<file path="src/rtl/four_12_12_st0_sched_if.sv">
// Stage-0 scheduler handshake bundle: pass requests, done pulses,
// start pulses and scheduler status flags.
interface four_12_12_st0_sched_if;
  logic       flush;
  logic       fwd_req;
  logic       err_req;
  logic       fwd_done;
  logic       err_done;
  logic       upd_enable;
  logic       fwd_start;
  logic       err_start;
  logic       error_mode;
  logic       first;
  logic       busy;
  logic [2:0] outstanding;
  logic       fault;

  modport master (
    output flush, fwd_req, err_req,
    output fwd_done, err_done, upd_enable,
    input  fwd_start, err_start, error_mode,
    input  first, busy, outstanding, fault
  );

  modport slave (
    input  flush, fwd_req, err_req,
    input  fwd_done, err_done, upd_enable,
    output fwd_start, err_start, error_mode,
    output first, busy, outstanding, fault
  );
endinterface

</file>
<file path="src/rtl/four_12_12_st0_sched.sv">
// Stage-0 pass scheduler: arbitrates forward vs error/update passes
// on the shared datapath, tracks outstanding passes, watchdog fault.
module four_12_12_st0_sched #(
  parameter int BATCH   = 4,
  parameter int TIMEOUT = 1023
) (
  input logic clk,
  input logic reset,
  four_12_12_st0_sched_if.slave bus
);

  localparam int W = $clog2(TIMEOUT + 1);
  localparam logic [W-1:0] TO = W'(TIMEOUT);
  localparam logic [2:0] BMAX = 3'(BATCH);
  localparam logic [2:0] BLAST = 3'(BATCH - 1);

  typedef enum logic [2:0] {
    IDLE,
    FWD_START,
    FWD_RUN,
    ERR_START,
    ERR_RUN,
    FAULT
  } state_t;

  state_t state, state_n;
  logic [2:0] outst, outst_n;
  logic [2:0] idx, idx_n;
  logic [W-1:0] wd, wd_n, wd_inc;
  logic fault, fault_n;
  logic fwd_ok, err_ok;

  always_ff @(posedge clk or negedge reset) begin
    if (!reset) begin
      state <= IDLE;
      outst <= '0;
      idx   <= '0;
      wd    <= '0;
      fault <= 1'b0;
    end else begin
      state <= state_n;
      outst <= outst_n;
      idx   <= idx_n;
      wd    <= wd_n;
      fault <= fault_n;
    end
  end

  assign fwd_ok = bus.fwd_req && (outst < BMAX);
  assign err_ok = bus.err_req && bus.upd_enable
               && (outst != 3'd0);
  // saturating so a stuck FAULT never wraps the count
  assign wd_inc = (wd == TO) ? wd : wd + 1'b1;

  always_comb begin
    state_n = state;
    outst_n = outst;
    idx_n   = idx;
    wd_n    = wd;
    fault_n = fault;
    if (bus.flush) begin
      state_n = IDLE;
      outst_n = '0;
      idx_n   = '0;
      wd_n    = '0;
      fault_n = 1'b0;
    end else begin
      unique case (state)
        IDLE: begin
          if (err_ok)      state_n = ERR_START;
          else if (fwd_ok) state_n = FWD_START;
        end
        FWD_START: begin
          wd_n    = '0;
          state_n = FWD_RUN;
        end
        ERR_START: begin
          wd_n    = '0;
          state_n = ERR_RUN;
        end
        FWD_RUN: begin
          if (bus.fwd_done) begin
            state_n = IDLE;
            outst_n = outst + 3'd1;
            idx_n   = (idx == BLAST) ? 3'd0 : idx + 3'd1;
          end else begin
            wd_n = wd_inc;
            if (wd_inc == TO) begin
              state_n = FAULT;
              fault_n = 1'b1;
            end
          end
        end
        ERR_RUN: begin
          if (bus.err_done) begin
            state_n = IDLE;
            outst_n = outst - 3'd1;
          end else begin
            wd_n = wd_inc;
            if (wd_inc == TO) begin
              state_n = FAULT;
              fault_n = 1'b1;
            end
          end
        end
        FAULT: state_n = FAULT;
        default: state_n = IDLE;
      endcase
    end
  end

  assign bus.fwd_start  = (state == FWD_START);
  assign bus.err_start  = (state == ERR_START);
  assign bus.error_mode = (state == ERR_START)
                       || (state == ERR_RUN);
  assign bus.first = ((state == FWD_START)
                   || (state == FWD_RUN)) && (idx == 3'd0);
  assign bus.busy        = (state != IDLE);
  assign bus.outstanding = outst;
  assign bus.fault       = fault;

endmodule

</file>
<file path="src/flat_wrapper.sv">
// flat-port wrapper written by rule: the top's interface ports become plain ports
module four_12_12_st0_sched_flat 
#(
  parameter int BATCH   = 4,
  parameter int TIMEOUT = 1023
)
  (clk, reset, bus_flush, bus_fwd_req, bus_err_req, bus_fwd_done, bus_err_done, bus_upd_enable, bus_fwd_start, bus_err_start, bus_error_mode, bus_first, bus_busy, bus_outstanding, bus_fault);
  four_12_12_st0_sched_if bus_i ();
  input logic clk;
  input logic reset;
  input wire logic [$bits(bus_i.flush)-1:0] bus_flush;
  input wire logic [$bits(bus_i.fwd_req)-1:0] bus_fwd_req;
  input wire logic [$bits(bus_i.err_req)-1:0] bus_err_req;
  input wire logic [$bits(bus_i.fwd_done)-1:0] bus_fwd_done;
  input wire logic [$bits(bus_i.err_done)-1:0] bus_err_done;
  input wire logic [$bits(bus_i.upd_enable)-1:0] bus_upd_enable;
  output wire logic [$bits(bus_i.fwd_start)-1:0] bus_fwd_start;
  output wire logic [$bits(bus_i.err_start)-1:0] bus_err_start;
  output wire logic [$bits(bus_i.error_mode)-1:0] bus_error_mode;
  output wire logic [$bits(bus_i.first)-1:0] bus_first;
  output wire logic [$bits(bus_i.busy)-1:0] bus_busy;
  output wire logic [$bits(bus_i.outstanding)-1:0] bus_outstanding;
  output wire logic [$bits(bus_i.fault)-1:0] bus_fault;
  assign bus_i.flush = bus_flush;
  assign bus_i.fwd_req = bus_fwd_req;
  assign bus_i.err_req = bus_err_req;
  assign bus_i.fwd_done = bus_fwd_done;
  assign bus_i.err_done = bus_err_done;
  assign bus_i.upd_enable = bus_upd_enable;
  assign bus_fwd_start = bus_i.fwd_start;
  assign bus_err_start = bus_i.err_start;
  assign bus_error_mode = bus_i.error_mode;
  assign bus_first = bus_i.first;
  assign bus_busy = bus_i.busy;
  assign bus_outstanding = bus_i.outstanding;
  assign bus_fault = bus_i.fault;
  four_12_12_st0_sched #(.BATCH(BATCH), .TIMEOUT(TIMEOUT)) u_core (.clk(clk), .reset(reset), .bus(bus_i));
endmodule
</file>
<file path="config.mk">
export PLATFORM = sky130hd
export DESIGN_NAME = four_12_12_st0_sched_flat
export DESIGN_NICKNAME = d
export VERILOG_FILES = /design/src/rtl/four_12_12_st0_sched_if.sv /design/src/rtl/four_12_12_st0_sched.sv /design/src/flat_wrapper.sv
export SDC_FILE = /design/constraint.sdc
export NUM_CORES = 1
export LEC_CHECK = 0
export ABC_AREA = 1
export CORE_MARGIN = 2
export CORE_UTILIZATION = 36
export CTS_BUF_LIST = sky130_fd_sc_hd__clkbuf_2
export DETAILED_ROUTE_END_ITERATION = 10
export GPL_TIMING_DRIVEN = 0
export SLEW_MARGIN = 5
export SYNTH_ARGS = -nofsm -noshare
export SYNTH_HDL_FRONTEND = slang
export SYNTH_SLANG_ARGS = --single-unit
</file>
<file path="constraint.sdc">
create_clock -name clk -period 2.3 [get_ports clk]
set_input_delay 0.46 -clock clk [delete_from_list [all_inputs] [get_ports clk]]
set_output_delay 0.46 -clock clk [all_outputs]
set_load 0.005 [all_outputs]
</file>
---- Word level (Yosys, flattened, before mapping) ----
Index checks and enable logic that the tools add are counted.
word-level totals
  output and inout port bits .............. 9
  register bits after elaboration ......... 20
  logic and storage cells ................. 67
operators by class
  magnitude comparators ................... 1
  add/subtract/negate cells ............... 4
  eq/ne operators ......................... 13
  reductions and logical operators ........ 19
  multiplexer cells ....................... 25
operators with widths
  kind                   count
  $mux 10                4
  $mux 3                 13
  $pmux 10 s3            1
  $eq 10x10->1 const B   2
  $pmux 3 s6             1
  $ne 3x3->1 const B     4
  $add 10x1->10 const B  1
  $eq 3x2->1 const B     3
  $reduce_and 3->1       3
  $reduce_bool 3->1      3
  $add 3x1->3 const B    2
  $eq 3x3->1 const B     2
  $logic_not 3->1        2
  $pmux 3 s2             1
  $logic_and 1x1->1      4
  $mux 1                 4
  $ne 4x2->1 const B     1
  $reduce_bool 2->1      2
  $reduce_bool 4->1      1
  $eq 3x1->1 const B     1
  $lt 3x3->1 const B     1
  $sub 3x1->3 const B    1
  $logic_or 1x1->1       2
  $pmux 1 s2             1
  2 further kinds        2

---- Longest topological paths before layout ----
Gate-level depths: netlist of run 1.
  word-level depth ........................ 7
  depth in mapped cells ................... 12

---- Least setup slack after synthesis of run 1 ----
Ideal clock, no wire load.
  kind .................................... register to register
  from .................................... reg u_core.wd[0]
  to ...................................... reg u_core.state[1]
  data required time ...................... 2.179 ns
  path buffers ............................ 0
  setup time .............................. 0.121 ns
  slack ................................... 0.699 ns
  stages on the path, launching flop included .. 11
  data arrival time ....................... 1.480 ns
  path through ............................ dfrtp_1 -> ha_1 -> nand2_1 -> nor2_2 -> nand3_2 -> nand2_1 -> inv_2 -> nor3b_2 -> nand2_1 -> nand2_1 -> a21oi_1
on the way
  word-level cells in the longest chain between the ends .. 7
  elaborated cells on any way between the ends .. 9
  those cells by class .................... 1 x add/sub; 2 x eq/ne; 6 x mux
RTL lines
  element                                               RTL line                                                 text
  from (decl)                                           four_12_12_st0_sched.sv:29                               logic [W-1:0] wd, wd_n, wd_inc;
  from (signal assigned)                                four_12_12_st0_sched.sv:44                               wd <= wd_n;
  $add 10x1->10 / $eq 10x10->1 (equally long branches)  four_12_12_st0_sched.sv:53                               assign wd_inc = (wd == TO) ? wd : wd + 1'b1;
  $mux 10 *                                             four_12_12_st0_sched.sv:53
  $eq 10x10->1 *                                        four_12_12_st0_sched.sv:88, four_12_12_st0_sched.sv:100
  $mux 3 *                                              n/a
  $mux 3 (on tied branches)                             n/a
  $pmux 3 s6 *                                          n/a
  $mux 3 *                                              n/a
  to (signal assigned)                                  four_12_12_st0_sched.sv:41                               state <= state_n;
  to (decl)                                             four_12_12_st0_sched.sv:26                               state_t state, state_n;
Mark *: on every way between the ends. The rest lies on a longest branch, timed or not.
A chain may end at the register's enable or synchronous reset.

---- Worst setup path in the final report of run 1 ----
  from .................................... reg u_core.state[2]
  to ...................................... out bus_fwd_start
on the way
  word-level cells in the longest chain between the ends .. 1
RTL lines
  element     RTL line                     text
  $eq 3x1->1  four_12_12_st0_sched.sv:112  assign bus.fwd_start = (state == FWD_START);
  to (decl)   flat_wrapper.sv:17           output wire logic [$bits(bus_i.fwd_start)-1:0] bus_fwd_start;
No other way between the ends.

==> impl_metrics.py, run 1 <==
metrics = {
    "outcome": {
        "status": "completed",
    },
    "placed_design": {
        "dpl.cell_count": 256,
        "place_hpwl_um": 2343,
        "numPortBuffers": 16,
        "gp_congestion": 0.8380,
    },
    "clocking": {
        "htreeDepth": 1,
        "cts-buffers-inserted": 3,
        "clk_pin_slew_ns": 0.21,
        "cts.sinks": 20,
        "root_buffer": "clkbuf_2",
        "clk_latency_ns": 0.32,
        "cts_tree": "built",
        "clockBufferDepth": 2,
    },
    "layout": {
        "diodes": 0,
        "instances_no_fill": 271,
        "fin_nets": 236,
        "fillCellCount": 375,
        "area_delta_synth_final_pct": 24.61,
        "final_layout_size_suffix_gt1_frac": 0.1659,
    },
    "logic_synthesis": {
        "syn_nets": 204,
        "synth.distinct_cells": 28,
        "yosysSeqAreaShare": 0.3660,
        "syn_area_per_cell_um2": 7.123,
        "synth_cells": 192,
        "yosysWarnings": 0,
        "syn_area_um2": 1368,
        "synth-seq-cells": 20,
    },
    "sta": {
        "final-setup-viol-count": 0,
        "final-hold-violation-count": 0,
        "fmax_mhz": 453.7,
        "tightest_slew_ns": 0.9491,
        "final_max_slew_viol_count": 0,
        "finalCritPeriodShare": 0.9583,
        "relSlewSlack": 0.3653,
        "whs_ns": 0.5262,
        "final.min_clock_period_ns": 2.204,
        "finClkSkew_ns": 0.003613,
    },
    "route": {
        "num_vias": 1336,
        "via_per_inst": 4.930,
        "drtAntennaViolNets": 0,
        "wl_met1_um": 1581,
        "dr.first_iter.drc_count": 92,
        "wl_met3_um": 143,
        "top_layer_used": "met4",
        "wl_um": 3259,
        "met2_length_um": 1504,
        "drc": 0,
        "first_pass_iters": 4,
        "wl_per_cell_um": 12.03,
    },
    "worst_setup_path": {
        "slowest_delay_ns": 0.48,
        "slowest_stage": "dfrtp_2",
        "crit_chain": "nor2_2 -> inv_2 -> nor2_4 -> buf_4 -> clkdlybuf4s50_1",
        "worst-path-buf-inv": 3,
        "cp.arrival_ns": 1.74,
        "critPathMaxFanout": 6,
        "critical-path-top-delay-family": "buffers and inverters",
        "crit_path_start_kind": "register",
        "worstPathRequired_ns": 1.84,
        "endpoint_kind": "output port",
        "worstSetupPathType": "register to output port",
    },
    "die": {
        "ios": 17,
        "die_x_um": 65.64,
        "fp.dieH_um": 65.64,
        "initial_utilization": 0.3735,
        "rows": 22,
        "core_area_um2": 3661,
        "die_area_um2": 4308,
    },
    "pwr": {
        "p_int_w": 0.0005954,
        "clkPwrFrac": 0.164,
        "p_seq_frac": 0.425,
        "power.switching_w": 0.0003493,
        "swShare": 0.3698,
        "power_leakage_nw": 0.7847,
        "irDropWorstVdd_v": 0.0003563,
        "power_density_nw_per_um2": 554.3,
        "p_comb_frac": 0.410,
    },
    "grt": {
        "grt_pass1_vias": 1225,
        "track_usage": 0.1646,
        "grt_max_degree": 21,
        "antenna_found_initial": 0,
        "gr-total-overflow": 0,
        "grt_pass1_wl_um": 5526,
    },
    "min_path": {
        "hold_class": "register to register",
    },
    "job": {
        "max_cap_viol_count": 0,
    },
}
==> sequential cells by signal, indices dropped and copies added (netlist names) <==
name / cells
u_core.bus.fault: 1
u_core.state: 3
u_core.wd: 10
u_core.idx: 3
u_core.bus.outstanding: 3
==> through the flow <==
| step | setup TNS (ns) | util | worst slack [ns] | total power (W) | cell area (µm²) |
|---|---|---|---|---|---|
| 2_1_floorplan | 0 | - | 0.6988 | 0.0005966 | 1368 |
| 3_3_place_gp | -0.3962 | 0.4337 | -0.08167 | 0.0007251 | 1588 |
| 3_5_place_dp | -0.2501 | 0.4337 | -0.05573 | 0.0007252 | 1588 |
| 4_1_cts | 0 | 0.4552 | 0.04076 | 0.0009211 | 1667 |
| 5_1_grt | -0.03270 | 0.4655 | -0.03270 | 0.001020 | 1704 |
| 6_report | 0 | 0.4655 | 0.09590 | 0.0009447 | 1704 |
==> path summary, 6_finish.rpt <==
check                                        startpoint                            to  slack, ns  cells past startpoint
setup / recovery            u_core.state[2]$_DFFE_PN0P_                 bus_fwd_start        0.1                      5
hold / removal             u_core.bus.fault$_DFFE_PN0P_  u_core.bus.fault$_DFFE_PN0P_       0.53                      2
setup reg to reg            u_core.state[2]$_DFFE_PN0P_      u_core.wd[5]$_DFFE_PN0P_       0.37                      9
hold reg to reg            u_core.bus.fault$_DFFE_PN0P_  u_core.bus.fault$_DFFE_PN0P_       0.53                      2
max in group asynchronous                         reset   u_core.state[2]$_DFFE_PN0P_       1.04                      1
min in group asynchronous                         reset      u_core.wd[7]$_DFFE_PN0P_       0.63                      1
==> logic make-up (layout without fill, tap and decap cells) <==
kind of cell | after synthesis | in the layout | share of synthesized area
AOI/OAI and AO/OA | 27 | 27 | 0.1244
xor gates and xnor gates | 3 | 3 | 0.01922
adders and majority gates | 4 | 4 | 0.04209
buffers and inverters | 29 | 60 | 0.07959
DFF | 20 | 20 | 0.3660
and+or+nand+nor | 109 | 109 | 0.3687
==> synthesized netlist by cell type, drive strengths merged <==
library cell / number / area (µm²)
a21oi: 6 / 30.03
clkinv: 1 / 3.750
dfrtp: 20 / 500.5
fa: 1 / 20.02
ha: 3 / 37.54
inv: 28 / 105.1
nand2: 50 / 187.7
nand3: 19 / 100.1
nand4: 3 / 18.77
nor2: 31 / 136.4
nor3: 4 / 42.54
nor3b: 1 / 12.51
o2111ai: 1 / 8.760
o21a: 1 / 7.510
o21ai: 12 / 63.81
o22ai: 6 / 51.30
o311ai: 1 / 8.760
or2: 1 / 6.260
xnor2: 1 / 8.760
xor2: 2 / 17.52
==> worst reg2reg max path, cell delays in order, from the launching register on <==
cell and delay, ns:
dfrtp_2 0.48, buf_4 0.15, inv_2 0.07, nor2_4 0.04
buf_4 0.15, nor2_1 0.29, nor2_4 0.10, nor3_4 0.34
inv_2 0.12, o22ai_1 0.13
==> final cells by class <==
| class | count | area (µm²) | area share |
|---|---|---|---|
| multi-input cells | 143 | 770.7 | 0.4523 |
| flip-flops and latches | 20 | 501.7 | 0.2944 |
| repair buffers | 27 | 244.0 | 0.1432 |
| inverters | 29 | 108.9 | 0.06388 |
| well taps | 48 | 60.06 | 0.03524 |
| clock buffers | 3 | 15.01 | 0.008811 |
| clock inverters | 1 | 3.754 | 0.002203 |
==> what timing repair did <==
| item | 4_1_cts | 5_1_grt |
|---|---|---|
| endpoints found under the setup margin | 3 | 4 |
| gates cloned | 0 | 0 |
| hold buffers | 0 | 0 |
| setup buffers | 7 | 4 |
| pin swaps | 3 | 0 |
| gates resized for setup | 5 | 5 |
==> routing by layer <==
metal / vias to the layer above / track usage
li1: 684 / -
met1: 618 / 0.2285
met2: 30 / 0.2614
met3: 4 / 0.02911
met4: 0 / 0.04688
met5: - / 0
==> power groups by stage <==
stage                     clock, W  combinational [W]  sequential [W]
after global placement           0           0.000310        0.000415
after floorplan                  0           0.000187        0.000409
final                     0.000155           0.000388        0.000402
after CTS                 0.000164           0.000354        0.000403
after global routing      0.000182           0.000431        0.000406
after detailed placement         0           0.000312        0.000413
==> cell usage in the layout (no fill, tap or decap), types with 3 or more instances in the layout <==
cell type / synthesis / routed
buf_4: 0 / 11
nand2_1: 50 / 50
inv_2: 6 / 8
nor2_2: 2 / 4
dfrtp_1: 20 / 19
nand4_1: 3 / 3
nor2_1: 27 / 24
inv_1: 22 / 20
nor2_4: 2 / 3
a21oi_1: 6 / 6
o21ai_0: 6 / 5
o22ai_1: 5 / 5
ha_1: 3 / 3
o21ai_1: 5 / 6
clkdlybuf4s50_1: 0 / 14
clkbuf_2: 0 / 3
nand3_1: 18 / 18
Note: power is estimated with default switching activity, not from simulation.
==> run 2: changes to the inputs <==
CELL_PAD_IN_SITES_DETAIL_PLACEMENT = 2   (was not set)
CELL_PAD_IN_SITES_GLOBAL_PLACEMENT = 2   (was not set)
CORE_UTILIZATION = 32   (was 36)
PLACE_DENSITY_LB_ADDON = 0.1   (was not set)
==> run 2 against run 1 <==
Effect of this change: worst setup slack worse by 0.046 ns; via count rose by 6.4%; fmax fell by 2.0%; sequential share of layout area is 0.37 points lower; wire length increased by 41%; critical path type unchanged; largest power group is now combinational logic; highest routed layer unchanged.
==> impl_metrics.py, run 2 (synthesis results as in run 1) <==
metrics = {
    "route": {
        "drtAntennaViolNets": 0,
        "first_pass_iters": 4,
        "via_per_inst": 5.244,
        "wl_per_cell_um": 16.90,
        "wl_um": 4580,
        "dr.first_iter.drc_count": 66,
        "drc": 0,
        "num_vias": 1421,
    },
    "layout": {
        "diodes": 0,
        "stdcell_area_um2": 1730,
        "utilization": 0.4265,
        "final_cell_mix": "nand2_1 (50), nor2_1 (23), inv_1 (20)",
        "regMostFlops": "u_core.wd",
        "area_delta_synth_final_pct": 26.53,
        "largest_reg_flops": 10,
        "fin_nets": 234,
        "final_layout_size_suffix_gt1_frac": 0.1719,
        "final_common_cell": "nand2_1",
    },
    "worst_setup_path": {
        "crit_chain": "buf_4 -> nor2_2 -> inv_2 -> nor2_4 -> inv_1 -> clkdlybuf4s50_1",
        "critPathMaxFanout": 3,
        "cp-startpoint": "u_core.state[0]$_DFFE_PN0P_",
        "slowest_stage": "dfrtp_1",
        "cp_num_cells": 6,
        "worstSetupPathType": "register to output port",
        "worst-path-buf-inv": 4,
        "endpoint_kind": "output port",
        "slowest_delay_ns": 0.45,
        "r2r_start": "u_core.wd[1]$_DFFE_PN0P_",
        "crit_path_start_kind": "register",
        "rr_worst_depth": 11,
        "cp.arrival_ns": 1.79,
        "r2r_slack_ns": 0.23,
        "worstSetupEndpoint": "bus_busy",
        "worstPathRequired_ns": 1.84,
        "critical-path-top-delay-family": "buffers and inverters",
        "r2r-end": "u_core.state[0]$_DFFE_PN0P_",
    },
    "clocking": {
        "cts.sinks": 20,
        "root_buffer": "clkbuf_2",
        "cts-buffers-inserted": 3,
        "cts_tree": "built",
        "clk_latency_ns": 0.34,
        "clockBufferDepth": 2,
        "htreeDepth": 1,
        "cts_hold_buf": 0,
        "clk_pin_slew_ns": 0.25,
    },
    "placed_design": {
        "placed_area_um2": 1590,
        "gp_congestion": 0.7863,
        "place_hpwl_um": 3450,
        "numPortBuffers": 16,
    },
    "pwr": {
        "power_density_nw_per_um2": 631.2,
        "irDropWorstVdd_v": 0.0002729,
        "power_leakage_nw": 0.8000,
    },
    "sta": {
        "final_max_slew_viol_count": 0,
        "relSlewSlack": 0.3276,
        "fmax_mhz": 444.4,
        "final-hold-violation-count": 0,
        "tightest_slew_ns": 1.005,
        "final-setup-viol-count": 0,
        "finClkSkew_ns": 0.03804,
        "final.min_clock_period_ns": 2.250,
        "finalCritPeriodShare": 0.9783,
    },
    "outcome": {
        "status": "completed",
    },
    "die": {
        "rows": 23,
        "ios": 17,
        "core_area_um2": 4058,
        "die_area_um2": 4813,
        "die_x_um": 69.38,
        "initial_utilization": 0.3370,
        "fp.dieH_um": 69.38,
    },
    "job": {
        "max_cap_viol_count": 0,
    },
    "grt": {
        "gr-total-overflow": 0,
        "track_usage": 0.2020,
        "antenna_found_initial": 0,
        "grt_max_degree": 21,
        "grt_pass1_wl_um": 7893,
        "grt_pass1_vias": 1673,
    },
    "min_path": {
        "hold_class": "register to register",
    },
}
[run 2: per-stage QoR]
| step | setup WS [ns] | setup TNS (ns) | power (W) | hold slack [ns] | std cells |
|---|---|---|---|---|---|
| floorplan | 0.6988 | 0 | 0.0005966 | 0.1644 | 192 |
| global placement | -0.07361 | -0.3519 | 0.0007329 | 0.4717 | 258 |
| detailed placement | -0.1186 | -0.6522 | 0.0007494 | 0.4824 | 258 |
| CTS | -0.06432 | -0.06432 | 0.001073 | 0.5336 | 270 |
| global route | -0.02445 | -0.06056 | 0.001162 | 0.5653 | 271 |
| finish | 0.04985 | 0 | 0.001092 | 0.5219 | 271 |
[run 2: worst min-delay path, stage by stage, from the launching register on]
cell	delay (ns)
dfrtp_1	0.40
nand2_1	0.06
o21ai_2	0.05
[run 2: worst min-delay path by stage]
stage                                       startpoint                           end  slack, ns  cells past startpoint
after floorplan                                  reset  u_core.bus.fault$_DFFE_PN0P_       0.16                      0
after global placement    u_core.bus.fault$_DFFE_PN0P_  u_core.bus.fault$_DFFE_PN0P_       0.47                      2
after detailed placement  u_core.bus.fault$_DFFE_PN0P_  u_core.bus.fault$_DFFE_PN0P_       0.48                      2
after CTS                 u_core.bus.fault$_DFFE_PN0P_  u_core.bus.fault$_DFFE_PN0P_       0.53                      2
after global routing      u_core.bus.fault$_DFFE_PN0P_  u_core.bus.fault$_DFFE_PN0P_       0.57                      2
final                     u_core.bus.fault$_DFFE_PN0P_  u_core.bus.fault$_DFFE_PN0P_       0.52                      2
[run 2: power breakdown]
group          leakage, nW  switching, W  internal, W
logic                0.500      0.000235     0.000175
registers            0.273     0.0000316     0.000377
clock network       0.0266      0.000124     0.000150
[run 2: cell type report]
type | instances | area [µm²]
Clock buffer | 3 | 15.01
Clock inverter | 1 | 30.03
Fill cell | 481 | 2327
Inverter | 29 | 108.9
Multi-Input combinational cell | 143 | 778.2
Sequential cell | 20 | 503.0
Tap cell | 50 | 62.56
Timing Repair Buffer | 25 | 232.7
[run 2: repair_timing]
action / CTS / global route
setup buffers: 8 / 1
pin swaps: 2 / 0
setup endpoints to repair: 3 / 5
resized for setup: 5 / 8
[run 2: layer usage]
| layer | GRT usage | up-vias | wire, µm |
|---|---|---|---|
| met1 | 0.2389 | 712 | 1928 |
| met3 | 0.02326 | 4 | 92 |
| met5 | 0 | - | 0 |
| li1 | - | 682 | - |
| met4 | 0.05011 | 0 | 36 |
| met2 | 0.3835 | 23 | 2522 |
